==> config.mk <==
export PLATFORM = sky130hd
export DESIGN_NAME = booth_pp_accumulator
export DESIGN_NICKNAME = d
export VERILOG_FILES = /design/src/rtl/booth_pkg.sv /design/src/rtl/booth_pp_align.sv /design/src/rtl/booth_pp_accumulator.sv
export SDC_FILE = /design/constraint.sdc
export NUM_CORES = 1
export LEC_CHECK = 0
export ABC_AREA = 1
export BUFFER_PORTS_ARGS = -buffer_cell sky130_fd_sc_hd__buf_2
export CAP_MARGIN = 15
export CORE_MARGIN = 2
export CORE_UTILIZATION = 55
export DETAILED_ROUTE_END_ITERATION = 10
export PLACE_DENSITY = 0.8
export SLEW_MARGIN = 20
export SYNTH_ARGS = -nofsm -noshare
export SYNTH_HDL_FRONTEND = slang
export SYNTH_SLANG_ARGS = --single-unit
export TNS_END_PERCENT = 10
==> constraint.sdc <==
create_clock -name clk -period 2.69 [get_ports clk]
set_input_delay 0.269 -clock clk [delete_from_list [all_inputs] [get_ports clk]]
set_output_delay 0.269 -clock clk [all_outputs]
set_load 0.01 [all_outputs]
==> src/rtl/booth_pkg.sv <==
// Shared widths, FSM encoding and index helpers for the radix-4 Booth
// partial-product accumulator.
package booth_pkg;

  localparam int N      = 16;
  localparam int NUM_PP = N / 2;
  localparam int PPW    = N + 2;
  localparam int PW     = 2 * N;
  localparam int IDXW   = $clog2(NUM_PP);

  localparam logic [IDXW-1:0] LAST_IDX = IDXW'(NUM_PP - 1);

  typedef enum logic [1:0] {
    IDLE,
    ACCUM,
    DONE
  } state_t;

endpackage

==> src/rtl/booth_pp_align.sv <==
// Sign-extends one Booth partial product to 2N bits and shifts it to its
// radix-4 weight. Define BOOTH_ACC_NEG_CORR_EN to fold in the deferred +1.
module booth_pp_align
  import booth_pkg::*;
(
  input  logic [PPW-1:0]  pp_i,
  input  logic [IDXW-1:0] idx_i,
  input  logic            neg_i,
  output logic [PW-1:0]   addend_o
);

  logic [PW-1:0] pp_ext;
  logic [IDXW:0] shamt;

  assign pp_ext = {{(PW - PPW){pp_i[PPW-1]}}, pp_i};
  assign shamt  = {idx_i, 1'b0};

`ifdef BOOTH_ACC_NEG_CORR_EN
  // One's-complement digit plus its +1 at the same weight gives the true negation.
  logic [PW-1:0] corr;
  assign corr     = PW'(neg_i) << shamt;
  assign addend_o = (pp_ext << shamt) + corr;
`else
  logic unused_neg;
  assign unused_neg = neg_i;
  assign addend_o   = pp_ext << shamt;
`endif

endmodule

==> src/rtl/booth_pp_accumulator.sv <==
// Running-sum accumulator for radix-4 Booth partial products with a
// valid/ready product output. Optional feature macro: BOOTH_ACC_NEG_CORR_EN.
module booth_pp_accumulator
  import booth_pkg::*;
(
  input  logic           clk,
  input  logic           reset,
  input  logic           flush,
  input  logic           pp_valid,
  output logic           pp_ready,
  input  logic [PPW-1:0] pp_data,
  input  logic           pp_neg,
  output logic           prod_valid,
  input  logic           prod_ready,
  output logic [PW-1:0]  prod
);

  state_t          state_q, state_d;
  logic [PW-1:0]   acc_q, acc_d;
  logic [IDXW-1:0] idx_q, idx_d;
  logic [PW-1:0]   prod_q, prod_d;
  logic            prod_valid_q, prod_valid_d;
  logic [PW-1:0]   addend;
  logic [PW-1:0]   sum;

  booth_pp_align u_align (
    .pp_i     (pp_data),
    .idx_i    (idx_q),
    .neg_i    (pp_neg),
    .addend_o (addend)
  );

  // acc_q is zero whenever the FSM sits in IDLE, so one adder serves both states.
  assign sum = acc_q + addend;

  assign pp_ready   = (state_q != DONE) && !reset;
  assign prod_valid = prod_valid_q;
  assign prod       = prod_q;

  always_comb begin
    // NOTE: every target gets a default before the branches so no path leaves it unassigned and infers a latch.
    state_d      = state_q;
    acc_d        = acc_q;
    idx_d        = idx_q;
    prod_d       = prod_q;
    prod_valid_d = prod_valid_q;

    if (flush) begin
      state_d      = IDLE;
      acc_d        = '0;
      idx_d        = '0;
      prod_valid_d = 1'b0;
    end else begin
      unique case (state_q)
        IDLE: begin
          if (pp_valid) begin
            acc_d   = sum;
            idx_d   = IDXW'(1);
            state_d = ACCUM;
          end
        end
        ACCUM: begin
          if (pp_valid) begin
            acc_d = sum;
            idx_d = idx_q + 1'b1;
            if (idx_q == LAST_IDX) begin
              state_d      = DONE;
              prod_d       = sum;
              prod_valid_d = 1'b1;
            end
          end
        end
        DONE: begin
          if (prod_ready) begin
            state_d      = IDLE;
            acc_d        = '0;
            idx_d        = '0;
            prod_valid_d = 1'b0;
          end
        end
        default: state_d = IDLE;
      endcase
    end
  end

  always_ff @(posedge clk) begin
    // NOTE: state registers use non-blocking assignments so all of them update together at the edge.
    if (reset) begin
      state_q      <= IDLE;
      acc_q        <= '0;
      idx_q        <= '0;
      prod_q       <= '0;
      prod_valid_q <= 1'b0;
    end else begin
      state_q      <= state_d;
      acc_q        <= acc_d;
      idx_q        <= idx_d;
      prod_q       <= prod_d;
      prod_valid_q <= prod_valid_d;
    end
  end

endmodule

## Yosys cells after proc, flatten, opt, wreduce, memory -nomap -nowiden

Index checks and enable logic that the tools add are counted.
Widths: inputs -> output; s select.

- Reduce and logical (&&, ||, !) cells: 13
- Mux-type cells: 16
- Equality and inequality tests: 9
- Add/subtract/negate cells: 2
- Bitwise logic cells: 1
- Shift-type cells: 1

Operators by type and width:

| cell | count |
|---|---|
| $mux 32 | 2 |
| $pmux 32 s2 | 1 |
| $add 32x32->32 | 1 |
| $shl 32x4->32 | 1 |
| $reduce_and 4->1 | 4 |
| $ne 2x2->1 const B | 5 |
| $mux 3 | 3 |
| $pmux 3 s3 | 1 |
| $mux 2 | 4 |
| $pmux 2 s3 | 1 |
| $reduce_bool 2->1 | 2 |
| $reduce_or 2->1 | 2 |
| $add 3x1->3 const B | 1 |
| $eq 3x3->1 const B | 1 |
| $mux 1 | 3 |
| $reduce_and 3->1 | 1 |
| $reduce_bool 3->1 | 1 |
| $eq 2x1->1 const B | 1 |
| $eq 2x2->1 const B | 1 |
| $logic_not 2->1 | 1 |
| $ne 2x1->1 const B | 1 |
| $pmux 1 s2 | 1 |
| $logic_and 1x1->1 | 1 |
| $logic_not 1->1 | 1 |
| $not 1->1 | 1 |

- Input bits: 24
- Output and inout bits: 34
- Flip-flop bits (word level): 70

## Longest topological paths before layout

- Word-level depth: 4
- Gate-level depth with buffers: 22
- Mapped depth without buffers: 22

## By module

A second synthesis with hierarchy kept.

- Cells, all modules: 1042
- Area, all modules: 5880.6 um2

Modules (own cells, without submodules):

| module | times used | area each (um2) | cells each |
|---|---|---|---|
| booth_pp_accumulator | 1 | 5097.4 | 868 |
| booth_pp_align | 1 | 783.3 | 174 |

## Least setup slack after synthesis

Ideal clock, no wire load.

- Path kind: register -> register
- Start: reg idx_q[2]
- End: reg prod_q[20], in the netlist prod[20]
- Stages on the path, launching flop included: 16
- Data required time: 2.575 ns
- Path buffers: 2
- Path slack: 0.259 ns
- Setup time: 0.115 ns
- Data arrival time: 2.315 ns
- Cells stage by stage: dfxtp_1 > buf_2 > clkbuf_1 > nor3_1 > ha_1 > fa_1 > nand3_1 > nand3_1 > nand3_1 > nand3b_1 > nand2_1 > nand2_1 > nand2_1 > nand2_1 > o21ai_0 > inv_1

- Cells in the longest elaborated chain, start to end: 2
- Elaborated cells between the ends (all ways): 4
- Those cells by class: add/sub (1); eq/ne (1); shift (1); reduce/logical (1)

Ends and longest elaborated chain:

| what | line | RTL |
|---|---|---|
| start: declaration | booth_pp_accumulator.sv:20 | `logic [IDXW-1:0] idx_q, idx_d;` |
| start signal: assignment | booth_pp_accumulator.sv:97 | `idx_q <= idx_d;` |
| $shl 32x4->32 or $eq 3x3->1 (tied branches) | booth_pp_align.sv:26, booth_pp_accumulator.sv:66 |  |
| $add 32x32->32 or $reduce_and 4->1 (tied branches) | - |  |
| end signal: assignment | booth_pp_accumulator.sv:98 | `prod_q <= prod_d;` |
| end: declaration | booth_pp_accumulator.sv:21 | `logic [PW-1:0] prod_q, prod_d;` |

Several ways; a longest one is shown, not always the timed one.
A chain may end at the register's enable or synchronous reset.

## Worst setup path after layout

- Start: reg idx_q[0]
- End: reg prod_q[13], in the netlist prod[13]

Same word-level chain as after synthesis.

==> results.cfg <==
[floorplan]
fp.dieH_um = 106
initial_core_util_pct = 56.1
rows = 37
core_um2 = 10200
fp.dieArea_um2 = 11300
die_width_um = 106
ios = 58

[route]
detail_route.drc_violations = 0
drt_pre_antenna_iters = 5
route.detailed.vias_per_inst = 5.25
post_drt_wl_per_cell_um = 14.0
final_antenna_net_count = 0
vias = 6592
drt_iter0_markers = 527
drt-total-wl_um = 17600

[timing]
layout_min_cycle_time_ns = 2.75
max_clock_freq_mhz = 364
finalCritPeriodShare_pct = 102
timing.max_slew.rel_slack_pct = 68.9
number_of_failing_setup_endpoints_in_the_final_timing_report = 4
worst_pin_slew_ns = 0.467
timing_max_transition_violations_final = 0
timing.clock.skew_ns = 0.0154
hold_viol = 0
setup_repair_after_global_routing_missed_its_margin = true
layout_setup_ws_ns = -0.0598

[cells_and_area]
layout.cells.non_filler = 1255
area.growth.synth_to_final_pct = 31.4
utilization_pct = 73.8
register_area_um2 = 1410
multi_input_area_um2 = 4220
antenna_cells_inserted = 0
finish.instance_area_um2 = 7550
finish.net_count = 1177
fillers = 830
post_route_cells_drive_above_1_share_pct = 26.6

[power]
power_per_cell_area_nw_per_um2 = 439
leakage_nw = 4.18
irDropWorstVdd_v = 0.000269

[yosys]
ys_async_sr_fraction_pct = 0
netlist_instances = 1009
ys.warnings.count = 0
ys.flop_type = sky130_fd_sc_hd__dfxtp_1
synthMostInstantiatedCell = sky130_fd_sc_hd__nand2_1
nets_in_the_synthesized_netlist = 1072
synth.top_cells.by_count = 363 x sky130_fd_sc_hd__nand2_1, 172 x sky130_fd_sc_hd__inv_1, 114 x sky130_fd_sc_hd__nor2_1, 70 x sky130_fd_sc_hd__dfxtp_1, 57 x sky130_fd_sc_hd__a21oi_1
synthDominantCellAreaShare_pct = 24.4
synth_top_area_cell = sky130_fd_sc_hd__dfxtp_1
area_contributors_post_synth = sky130_fd_sc_hd__dfxtp_1 24%, sky130_fd_sc_hd__nand2_1 24%, sky130_fd_sc_hd__inv_1 11%
synthesis.area_per_instance_um2 = 5.69
syn_area_um2 = 5740
distinct_cell_type_count_of_the_synthesized_netlist = 31
synth.ff_latch_count = 70
synth_enable_flop_cells = 0
seq_area_frac_synth_pct = 24.4

[critical_path]
critPathMaxStageDelay_ns = 0.39
critPathMostFrequentCell = sky130_fd_sc_hd__nand2_1
crit_chain = clkbuf_16 > nand2_1 > o21ai_2 > o21ai_2 > mux2i_2 > ha_1 > nand2_1 > inv_2 > nand2_1 > inv_1 > a21oi_1 > nand2_2 > xor2_1 > buf_4 > o21ai_0 > inv_1
end_kind = register
worst-path-buf-inv = 5
required_ns = 2.94
crit_path_start_kind = register
startpoint_to_endpoint_class_of_the_critical_path = reg2reg
timing.critical_path.max_delay_family = compound AO/OA/AOI/OAI gates
critical_path_fanout_max = 11
crit_arrival_ns = 3.00
crit_path_top_delay_cell = sky130_fd_sc_hd__dfxtp_4

[clock_tree]
postCtsHoldBufs = 0
tritoncts = built
cts.clk_slew.worst_paths_ns = 0.08
tritoncts.num_buffers = 9
max-clock-path-buffers = 2
tritoncts_num_sinks = 70
ctsRootBufferMaster = sky130_fd_sc_hd__clkbuf_8
clock_tree.htree_level_count = 3
clock_latency_ns = 0.36

[placed_design]
routability_cong = 0.959
dpl.hpwl_um = 12000
buffer_ports.inserted = 56
placed_area_um2 = 6520
placedCellCount = 1227
pre_cts_ws_ns = -0.117

[outcome]
outcome = complete, but fails checks
failed_checks = negative setup slack

[min_path]
worstHoldPathType = in2reg

[global_routing]
grt_remaining_overflow = 0
grt.total_usage_pct = 28.4
grt_first_pass_wirelength_um = 25700
grt_start_max_net_pins = 36
antenna_found_initial = 0
grt_pass1_vias = 5690

[job]
drv_cap = 0
[what timing repair did]
action,in CTS,in global routing
endpoints found under the hold margin,0,0
setup buffers,0,10
endpoints found under the setup margin,31,46
resized for setup,15,195
gates cloned,0,2
pin swaps,1,54
[cells by family (layout without fill, tap and decap cells)]
family | Yosys count | after routing | share of synthesized area (%)
and+or+nand+nor | 542 | 542 | 37.7
buffers and inverters | 202 | 312 | 13.5
AOI/OAI and AO/OA | 133 | 133 | 12.1
DFF | 70 | 70 | 24.4
adders and majority gates | 39 | 39 | 8.63
xor gates and xnor gates | 16 | 16 | 2.44
muxes | 7 | 7 | 1.22
[layout make-up]
class / count / area share [%]
Sequential cell: 70 / 18.6
Inverter: 173 / 8.64
Tap cell: 136 / 2.25
Clock buffer: 11 / 2.01
Timing Repair Buffer: 123 / 11.4
Clock inverter: 5 / 1.08
Multi-Input combinational cell: 737 / 56.0
[flip-flops by register name, summed over array words and instances, names as in the netlist]
register    cells
idx_q           3
acc_q          32
prod           32
state_q         2
prod_valid      1
[path summary, 6_finish.rpt]
path                            slack [ns]    endpoint      from  cells past startpoint
worst max-delay path                 -0.06    prod[13]  idx_q[0]                     16
worst min-delay path                  0.26  state_q[1]     flush                      3
worst max register to register       -0.06    prod[13]  idx_q[0]                     16
worst min register to register        0.48    acc_q[0]  acc_q[0]                      2
[per-stage QoR]
| stage | total power, mW | TNS [ns] | hold WS, ns |
|---|---|---|---|
| 2_1_floorplan | 1.68 | 0 | 0.444 |
| 3_3_place_gp | 2.00 | -0.584 | 0.454 |
| 3_5_place_dp | 2.02 | -1.23 | 0.460 |
| 4_1_cts | 3.02 | 0 | 0.251 |
| 5_1_grt | 3.47 | -3.94 | 0.285 |
| 6_report | 3.31 | -0.0914 | 0.260 |
[layer usage]
layer / wire length, um / global-route usage (%)
met2: 7990 / 46.2
met5: 0 / 0
met3: 1490 / 5.15
met1: 7550 / 38.1
met4: 537 / 9.30
[tightest hold or removal path, stage by stage]
cell and delay [ns]:
sky130_fd_sc_hd__buf_2 0.11, sky130_fd_sc_hd__or2_2 0.14, sky130_fd_sc_hd__a21oi_1 0.05
[report_power, final]
| part | total (mW) | internal, mW | switching [mW] |
|---|---|---|---|
| sequential | 1.09 | 1.06 | 0.0253 |
| clock | 1.01 | 0.573 | 0.435 |
| combinational | 1.22 | 0.491 | 0.727 |
| total | 3.31 | 2.13 | 1.19 |
[layout by cell type, fill, tap and decap left out, types with 3 or more instances in the layout]
master,instances
sky130_fd_sc_hd__buf_12,3
sky130_fd_sc_hd__inv_1,165
sky130_fd_sc_hd__nand3_1,31
sky130_fd_sc_hd__nand2_4,4
sky130_fd_sc_hd__a21o_1,3
sky130_fd_sc_hd__o21ai_4,3
sky130_fd_sc_hd__o21ai_1,23
sky130_fd_sc_hd__nand3_2,12
sky130_fd_sc_hd__clkbuf_8,11
sky130_fd_sc_hd__o21ai_0,14
sky130_fd_sc_hd__ha_2,3
sky130_fd_sc_hd__o21ai_2,23
sky130_fd_sc_hd__nand3b_1,4
sky130_fd_sc_hd__ha_1,24
sky130_fd_sc_hd__nand2_2,41
sky130_fd_sc_hd__a211oi_1,7
sky130_fd_sc_hd__nor2_2,14
sky130_fd_sc_hd__a21oi_1,38
sky130_fd_sc_hd__buf_2,56
sky130_fd_sc_hd__nor3_2,3
sky130_fd_sc_hd__xor2_1,14
sky130_fd_sc_hd__buf_4,60
sky130_fd_sc_hd__nor2_4,7
sky130_fd_sc_hd__inv_2,7
sky130_fd_sc_hd__ha_4,11
sky130_fd_sc_hd__mux2i_2,5
sky130_fd_sc_hd__nand2_1,323
sky130_fd_sc_hd__dfxtp_1,69
sky130_fd_sc_hd__a21oi_2,17
sky130_fd_sc_hd__nor3_1,4
sky130_fd_sc_hd__nor2_1,94
No activity file was read; power rests on OpenSTA's default activity.
